$ cat src/rtl/instr_encoder.sv
// RV32I instruction encoder: packs instruction fields and a byte-offset immediate into a
// 32-bit word after range/alignment checks, then writes it at an auto-incrementing address.
module instr_encoder #(
   parameter int unsigned CNT_W = 16
) (
   input  logic             clk,
   input  logic             rst,
   input  logic             en,
   input  logic             load_base,
   input  logic [31:0]      base_addr,
   input  logic             in_valid,
   output logic             in_ready,
   input  logic [2:0]       in_imm_op,
   input  logic [6:0]       in_opcode,
   input  logic [4:0]       in_rd,
   input  logic [4:0]       in_rs1,
   input  logic [4:0]       in_rs2,
   input  logic [2:0]       in_funct3,
   input  logic [6:0]       in_funct7,
   input  logic [31:0]      in_imm,
   output logic             mem_we,
   output logic [31:0]      mem_addr,
   output logic [31:0]      mem_wdata,
   input  logic             mem_ready,
   output logic             busy,
   output logic             err,
   output logic [1:0]       err_code,
   output logic [CNT_W-1:0] instr_count
);

   typedef enum logic [1:0] {StIdle, StPack, StWrite} state_e;

   state_e      state_q, state_d;
   logic [2:0]  imm_op_q;
   logic [6:0]  opcode_q;
   logic [4:0]  rd_q, rs1_q, rs2_q;
   logic [2:0]  funct3_q;
   logic [6:0]  funct7_q;
   logic [31:0] imm_q;

   logic        chk_illegal, chk_range, chk_align, pack_err;
   logic [1:0]  pack_code;
   logic [31:0] pack_word;
   logic        hs;

   assign in_ready = (state_q == StIdle) & en & ~load_base;
   assign hs       = in_valid & in_ready;
   assign mem_we   = (state_q == StWrite);
   assign busy     = (state_q != StIdle);

   // Range checks: the bits above the encodable field must be a pure sign extension.
   always_comb begin
      pack_word   = '0;
      chk_illegal = 1'b0;
      chk_range   = 1'b0;
      chk_align   = 1'b0;
      case (imm_op_q)
         3'd0: pack_word = {funct7_q, rs2_q, rs1_q, funct3_q, rd_q, opcode_q};
         3'd1: begin
            chk_range = ~(&imm_q[31:11] | ~|imm_q[31:11]);
            pack_word = {imm_q[11:0], rs1_q, funct3_q, rd_q, opcode_q};
         end
         3'd2: begin
            chk_range = ~(&imm_q[31:11] | ~|imm_q[31:11]);
            pack_word = {imm_q[11:5], rs2_q, rs1_q, funct3_q, imm_q[4:0], opcode_q};
         end
         3'd3: begin
            chk_range = ~(&imm_q[31:12] | ~|imm_q[31:12]);
            chk_align = imm_q[0];
            pack_word = {imm_q[12], imm_q[10:5], rs2_q, rs1_q, funct3_q, imm_q[4:1],
                         imm_q[11], opcode_q};
         end
         3'd4: begin
            chk_align = |imm_q[11:0];
            pack_word = {imm_q[31:12], rd_q, opcode_q};
         end
         3'd5: begin
            chk_range = ~(&imm_q[31:20] | ~|imm_q[31:20]);
            chk_align = imm_q[0];
            pack_word = {imm_q[20], imm_q[10:1], imm_q[11], imm_q[19:12], rd_q, opcode_q};
         end
         default: chk_illegal = 1'b1;
      endcase
   end

   assign pack_err  = chk_illegal | chk_range | chk_align;
   assign pack_code = chk_illegal ? 2'd3 : chk_range ? 2'd1 : chk_align ? 2'd2 : 2'd0;

   always_comb begin
      state_d = state_q;
      case (state_q)
         StIdle:  if (!load_base && hs) state_d = StPack;
         StPack:  state_d = pack_err ? StIdle : StWrite;
         StWrite: if (mem_ready) state_d = StIdle;
         default: state_d = StIdle;
      endcase
   end

   always_ff @(posedge clk or posedge rst) begin
      if (rst) begin
         state_q <= StIdle;
      end else begin
         state_q <= state_d;
      end
   end

   always_ff @(posedge clk or posedge rst) begin
      if (rst) begin
         imm_op_q    <= '0;
         opcode_q    <= '0;
         rd_q        <= '0;
         rs1_q       <= '0;
         rs2_q       <= '0;
         funct3_q    <= '0;
         funct7_q    <= '0;
         imm_q       <= '0;
         mem_addr    <= '0;
         mem_wdata   <= '0;
         err         <= 1'b0;
         err_code    <= '0;
         instr_count <= '0;
      end else begin
         case (state_q)
            StIdle: begin
               if (load_base) begin
                  mem_addr <= base_addr;
                  err      <= 1'b0;
                  err_code <= '0;
               end else if (hs) begin
                  imm_op_q <= in_imm_op;
                  opcode_q <= in_opcode;
                  rd_q     <= in_rd;
                  rs1_q    <= in_rs1;
                  rs2_q    <= in_rs2;
                  funct3_q <= in_funct3;
                  funct7_q <= in_funct7;
                  imm_q    <= in_imm;
               end
            end
            StPack: begin
               if (pack_err) begin
                  err <= 1'b1;
                  // err_code records only the first error since the last clear.
                  if (!err) err_code <= pack_code;
               end else begin
                  mem_wdata <= pack_word;
               end
            end
            StWrite: begin
               if (mem_ready) begin
                  mem_addr <= mem_addr + 32'd4;
                  if (!(&instr_count)) instr_count <= instr_count + CNT_W'(1);
               end
            end
            default: ;
         endcase
      end
   end

endmodule

$ cat config.mk
export PLATFORM = sky130hd
export DESIGN_NAME = instr_encoder
export DESIGN_NICKNAME = d
export VERILOG_FILES = /design/src/rtl/instr_encoder.sv
export SDC_FILE = /design/constraint.sdc
export NUM_CORES = 1
export LEC_CHECK = 0
export BUFFER_PORTS_ARGS = -buffer_cell sky130_fd_sc_hd__buf_2
export CAP_MARGIN = 10
export CORE_MARGIN = 8
export CORE_UTILIZATION = 50
export CTS_CLUSTER_DIAMETER = 150
export DETAILED_ROUTE_END_ITERATION = 8
export PLACE_DENSITY_LB_ADDON = 0.25
export SYNTH_ARGS = -nofsm -noshare
export SYNTH_HDL_FRONTEND = slang
export SYNTH_SLANG_ARGS = --single-unit
$ cat constraint.sdc
create_clock -name clk -period 5.65 [get_ports clk]
set_input_delay 0.2825 -clock clk [delete_from_list [all_inputs] [get_ports clk]]
set_output_delay 0.2825 -clock clk [all_outputs]
set_load 0.01 [all_outputs]
# Word-level counts from Yosys, hierarchy flattened
# Index checks and enable logic that the tools add are counted.
word_totals:
  input_bits: 105
  out_inout_bits: 86
  regBits: 152
  wordCells: 91
op_classes:
  n_bitwise: 14
  addsub: 2
  n_eq_ne: 12
  mux: 21
  n_reduce_logical: 28
ops:
  columns: ["op", "n"]
  rows:
  - ["$pmux 32 s6", 1]
  - ["$mux 32", 2]
  - ["$pmux 32 s2", 1]
  - ["$add 32x3->32 const B", 1]
  - ["$reduce_or 12->1", 2]
  - ["$reduce_and 21->1", 1]
  - ["$reduce_or 21->1", 1]
  - ["$reduce_and 20->1", 1]
  - ["$reduce_or 20->1", 1]
  - ["$mux 2", 9]
  - ["$add 16x1->16 const B", 1]
  - ["$reduce_and 16->1", 1]
  - ["$reduce_and 12->1", 1]
  - ["$reduce_and 3->1", 4]
  - ["$eq 3x2->1 const B", 2]
  - ["$eq 3x3->1 const B", 2]
  - ["$ne 2x2->1 const B", 3]
  - ["$not 1->1", 6]
  - ["$pmux 2 s3", 1]
  - ["$reduce_bool 2->1", 3]
  - ["$reduce_or 6->1", 1]
  - ["$or 1x1->1", 5]
  - ["$logic_not 1->1", 4]
  - ["$ne 2x1->1 const B", 2]
  - ["14 further kinds", 21]

# Depth between registers and ports, before layout
depth:
  depth_word: 10
  ltp_mapped: 8
  ltp_nobuf: 8

# Worst setup path before layout
# Ideal clock, no wire load.
synth_timing:
  path_type: "register to register"
  start: "register imm_q[31]"
  end: "register mem_wdata[10]"
  n_path_buf: 1
  setup_time_ns: 0.125
  synth_period_minus_slack_ns: 2.231
  path_slack_ns: 3.419
  t_required_ns: 5.525
  arrival_time_ns: 2.106
  stages_incl_launch_ff: 8
  path_cell_list: "dfrtp_1 -> or4_1 -> nor2_2 -> nand3_1 -> a211oi_4 -> nand3_4 -> buf_6 -> mux2_4"
synth_between:
  elab_chain_cells: 9
  elab_cells_between_ends: 20
  classes_between: "mux (1); bitwise (9); reduce/logical (10)"
synth_rtl:
  columns: ["element", "line", "rtl"]
  rows:
  - ["from (decl)", "39", "logic [31:0] imm_q;"]
  - ["from (signal assigned)", "137", "imm_q <= in_imm;"]
  - ["$reduce_or 21->1 (tied with other cells)", "60, 64", null]
  - ["$logic_not 1->1, on equally long branches", null, null]
  - ["$or 1x1->1, on equally long branches", null, null]
  - ["$not 1->1, on equally long branches", null, null]
  - ["$pmux 1 s3 *", "57", "case (imm_op_q)"]
  - ["$or 1x1->1 * (2 in a row)", "86", "assign pack_err = chk_illegal | chk_range | chk_align;"]
  - ["$not 1->1 (no source line) *", null, null]
  - ["$reduce_and 2->1 (no source line) *", null, null]
  - ["to (signal assigned)", "146", "mem_wdata <= pack_word;"]
  - ["to (decl)", "23", "output logic [31:0] mem_wdata,"]
# Every way passes the cells marked *; elsewhere a longest branch is shown, timed or not.
# A chain may end at the register's enable or synchronous reset.

# Worst setup path in the final report
layout_timing:
  start: "register imm_op_q[2]"
  end: "register mem_wdata[29]"
layout_between:
  elab_chain_cells: 7
  elab_cells_between_ends: 17
  classes_between: "eq/ne (5); mux (4); bitwise (3); reduce/logical (5)"
layout_rtl:
  columns: ["element", "line", "rtl"]
  rows:
  - ["from (decl)", "34", "logic [2:0] imm_op_q;"]
  - ["from (signal assigned)", "130", "imm_op_q <= in_imm_op;"]
  - ["$eq 3x2->1 (tied with other cells)", "57", null]
  - ["$reduce_or 2->1 (no source line) or $reduce_or 6->1 (tied branches)", null, null]
  - ["$pmux 1 s3 or $mux 1 (tied branches)", "57", null]
  - ["$or 1x1->1 (2 in a row)", "86", null]
  - ["$not 1->1 (no source line)", null, null]
  - ["$reduce_and 2->1 (no source line)", null, null]
# Parallel ways exist; a longest one is shown, timed or not.

==> flow_metrics.py <==
metrics = {
    "outcome": {
        "status": "finished clean",
    },
    "worst_setup_path": {
        "critPathKind": "flip-flop to flip-flop",
        "cp-end-kind": "flip-flop",
        "worst-path-max-fanout": 33,
        "crit_start": "imm_op_q[2]",
        "r2r_start": "imm_op_q[2]",
        "cp.required_ns": 5.95,
        "critPathLaunchType": "flip-flop",
        "arrival_ns": 3.43,
    },
    "synthesis": {
        "synth.avg_cell_area_um2": 9.058,
        "async_reset_ff_share_pct": 100.0,
        "ys_seq_area_share_pct": 51.53,
        "yosysUniqueCellTypes": 50,
        "ys.flop_type": "dfrtp_1",
        "ys_ff_latch": 152,
        "synth_cells": 815,
        "ys.warnings.count": 0,
        "synth.net_count": 922,
        "synth_enable_flop_cells": 0,
        "synth_area_um2": 7382,
    },
    "place": {
        "gp_congestion": 0.8705,
        "dp.cells": 1151,
        "dp_hpwl_um": 14210,
        "port_buffers": 190,
    },
    "finish": {
        "final_core_util_pct": 62.64,
        "final-seq-area_um2": 3804,
        "final_layout_size_suffix_gt1_share_pct": 26.20,
        "fin_nets": 1094,
        "final_cells": 1185,
        "multi_input_area_um2": 3298,
        "fillCellCount": 1259,
        "syn_to_final_growth_pct": 22.86,
    },
    "routing": {
        "drt_wl_total_um": 20020,
        "drt_first_iter_violations": 551,
        "routedWlPerCell_um": 16.89,
        "via_per_inst": 5.408,
        "route.vias.total": 6408,
        "drc_errors": 0,
        "dr.pass1.iters": 4,
        "postRouteAntennaNets": 0,
    },
    "clock_network": {
        "hold_buffers": 0,
        "clk_pin_slew_ns": 0.06,
        "cts_tree": "built",
        "cts_buffers": 17,
        "clock-sinks": 152,
        "cts_resized": 0,
        "cts_root_buffer": "clkbuf_16",
        "cts_buffer_depth": 2,
        "htreeDepth": 4,
        "clk_latency_ns": 0.42,
        "postCtsSetupBuffers": 0,
    },
    "sta": {
        "period_share_pct": 55.36,
        "fmax_ghz": 0.3197,
        "slew-limit-headroom_pct": 32.08,
        "finalSetupTns_ns": 0,
        "rsz0062_at_grt": "no",
        "worstMarginPinSlew_ns": 1.015,
        "setup_viol_count_final": 0,
        "hold_viol_final": 0,
        "finalClockSkew_ns": 0.005932,
        "finalMaxSlewViolations": 0,
        "fin_crit_ns": 3.128,
    },
    "global_routing": {
        "grt_usage_pct": 21.48,
        "grt_pass1_wl_um": 31750,
        "antenna_found_initial": 1,
        "grt_pass1_vias": 6085,
        "grt_max_degree": 109,
        "grt_overflow_total": 0,
    },
    "pwr": {
        "powerDensity_nw_per_um2": 424.2,
        "leakagePower_nw": 4.646,
        "irDropWorstVdd_mv": 0.2464,
    },
    "floorplan": {
        "std_cell_rows": 44,
        "initial_core_util_pct": 50.99,
        "dieArea_um2": 18910,
        "fp.dieH_um": 137.5,
        "core_area_um2": 14480,
        "pin_count": 191,
        "die_w_um": 137.5,
    },
    "hold_path": {
        "hold_class": "input pin to flip-flop",
        "min_from": "in_imm[10]",
    },
    "run": {
        "max-cap-violations": 0,
    },
}
==> cell usage in the layout (no fill, tap or decap), drive strengths merged, types with 3 or more instances in the layout <==
| master | n |
|---|---|
| nor4 | 8 |
| a21o | 3 |
| mux2i | 16 |
| a2bb2oi | 8 |
| xor2 | 8 |
| buf | 196 |
| a31oi | 4 |
| nand3 | 24 |
| bufinv | 4 |
| mux2 | 29 |
| clkbuf | 19 |
| and2 | 4 |
| nand2 | 240 |
| a22oi | 8 |
| nor3b | 3 |
| clkinv | 7 |
| nor3 | 8 |
| and4 | 4 |
| a21oi | 41 |
| nand4 | 17 |
| o21ai | 58 |
| nand3b | 8 |
| xnor2 | 8 |
| dfrtp | 152 |
| o22ai | 17 |
| nor2 | 43 |
| or2 | 3 |
| a211oi | 3 |
| inv | 27 |
| and3 | 11 |
==> cell usage after synthesis, types with 2 or more instances <==
library cell | count | area (µm²)
a211oi_1 | 2 | 15.01
a21o_1 | 3 | 22.52
a21oi_1 | 41 | 205.2
a22oi_1 | 8 | 60.06
a2bb2oi_1 | 8 | 70.07
a31oi_1 | 4 | 25.02
and2_1 | 4 | 25.02
and3_1 | 11 | 68.82
and4_1 | 4 | 35.03
buf_1 | 5 | 18.77
buf_6 | 3 | 33.78
clkbuf_1 | 35 | 131.4
dfrtp_1 | 152 | 3804
ha_1 | 2 | 25.02
inv_1 | 26 | 97.59
mux2_1 | 3 | 33.78
mux2_2 | 4 | 45.04
mux2_4 | 22 | 330.3
mux2i_1 | 16 | 160.2
nand2_1 | 240 | 900.9
nand2b_1 | 2 | 12.51
nand3_1 | 23 | 115.1
nand3b_1 | 8 | 60.06
nand4_1 | 17 | 106.4
nor2_1 | 42 | 157.7
nor2b_1 | 2 | 12.51
nor3_1 | 8 | 40.04
nor3b_1 | 3 | 22.52
nor4_1 | 8 | 50.05
o21ai_0 | 45 | 225.2
o21ai_1 | 13 | 65.06
o22ai_1 | 17 | 106.4
or2_1 | 2 | 12.51
or4_1 | 2 | 15.01
xnor2_1 | 8 | 70.07
xor2_1 | 8 | 70.07
==> report_power, final <==
| group | internal, mW | leakage [nW] | switching [mW] | total (mW) |
|---|---|---|---|---|
| logic | 0.470 | 2.44 | 0.536 | 1.01 |
| clock network | 0.748 | 0.302 | 0.450 | 1.20 |
| registers | 1.37 | 1.90 | 0.271 | 1.64 |
==> registers in the layout, indices dropped and copies added (netlist names) <==
register and count:
err 1, err_code 2, funct3_q 3, funct7_q 7
imm_op_q 3, imm_q 32, instr_count 16, mem_addr 32
mem_wdata 32, opcode_q 7, rd_q 5, rs1_q 5
rs2_q 5, state_q 2
==> metrics by stage <==
step                total power [mW]  area (µm²)  hold WS, ns  setup slack (ns)
floorplan                      2.254        7382       0.3772             1.274
global placement               2.646        8427       0.4576             2.463
detailed placement             2.671        8427       0.4623             2.390
CTS                            3.878        9047      0.02380             2.369
global route                   4.079        9070      0.04679             2.309
finish                         3.847        9070      0.04312             2.522
==> layout make-up <==
cell class | count | share of cell area (%)
clock buffers | 19 | 4.883
multi-input cells | 593 | 36.36
inverters | 27 | 1.173
diodes | 1 | 0.02759
flip-flops and latches | 152 | 41.94
well taps | 184 | 2.538
repair buffers | 196 | 11.12
clock inverters | 13 | 1.959
==> metal layers <==
metal / up-vias / part of all wire [%] / track usage, %
met5: - / 0 / 0
met4: 0 / 1.6 / 6.880
met3: 22 / 8.2 / 6.200
met2: 206 / 46 / 32.75
met1: 3036 / 44 / 28.88
li1: 3144 / - / -
==> worst paths after layout <==
path,endpoint,cells after the start,slack [ns]
setup / recovery,mem_wdata[29],6,2.52
hold / removal,imm_q[10],3,0.04
setup reg to reg,mem_wdata[29],6,2.52
hold reg to reg,opcode_q[4],2,0.47
max in group asynchronous,mem_addr[4],3,4.37
min in group asynchronous,instr_count[3],2,0.08
==> worst max-delay path, stage by stage (launching register included) <==
cell,delay [ns]
dfrtp_1,0.63
buf_4,0.34
nand2_1,0.33
nand2_1,0.10
a21oi_1,0.42
nand3_4,0.64
mux2_1,0.54
==> cells by family after synthesis <==
| family | synth area share (%) |
|---|---|
| muxes | 7.712 |
| buffers and inverters | 3.864 |
| AOI/OAI and AO/OA | 12.12 |
| xor gates and xnor gates | 1.898 |
| and+or+nand+nor | 22.54 |
| DFF | 51.53 |
| adders and majority gates | 0.3389 |
No activity file was read; power rests on OpenSTA's default activity.
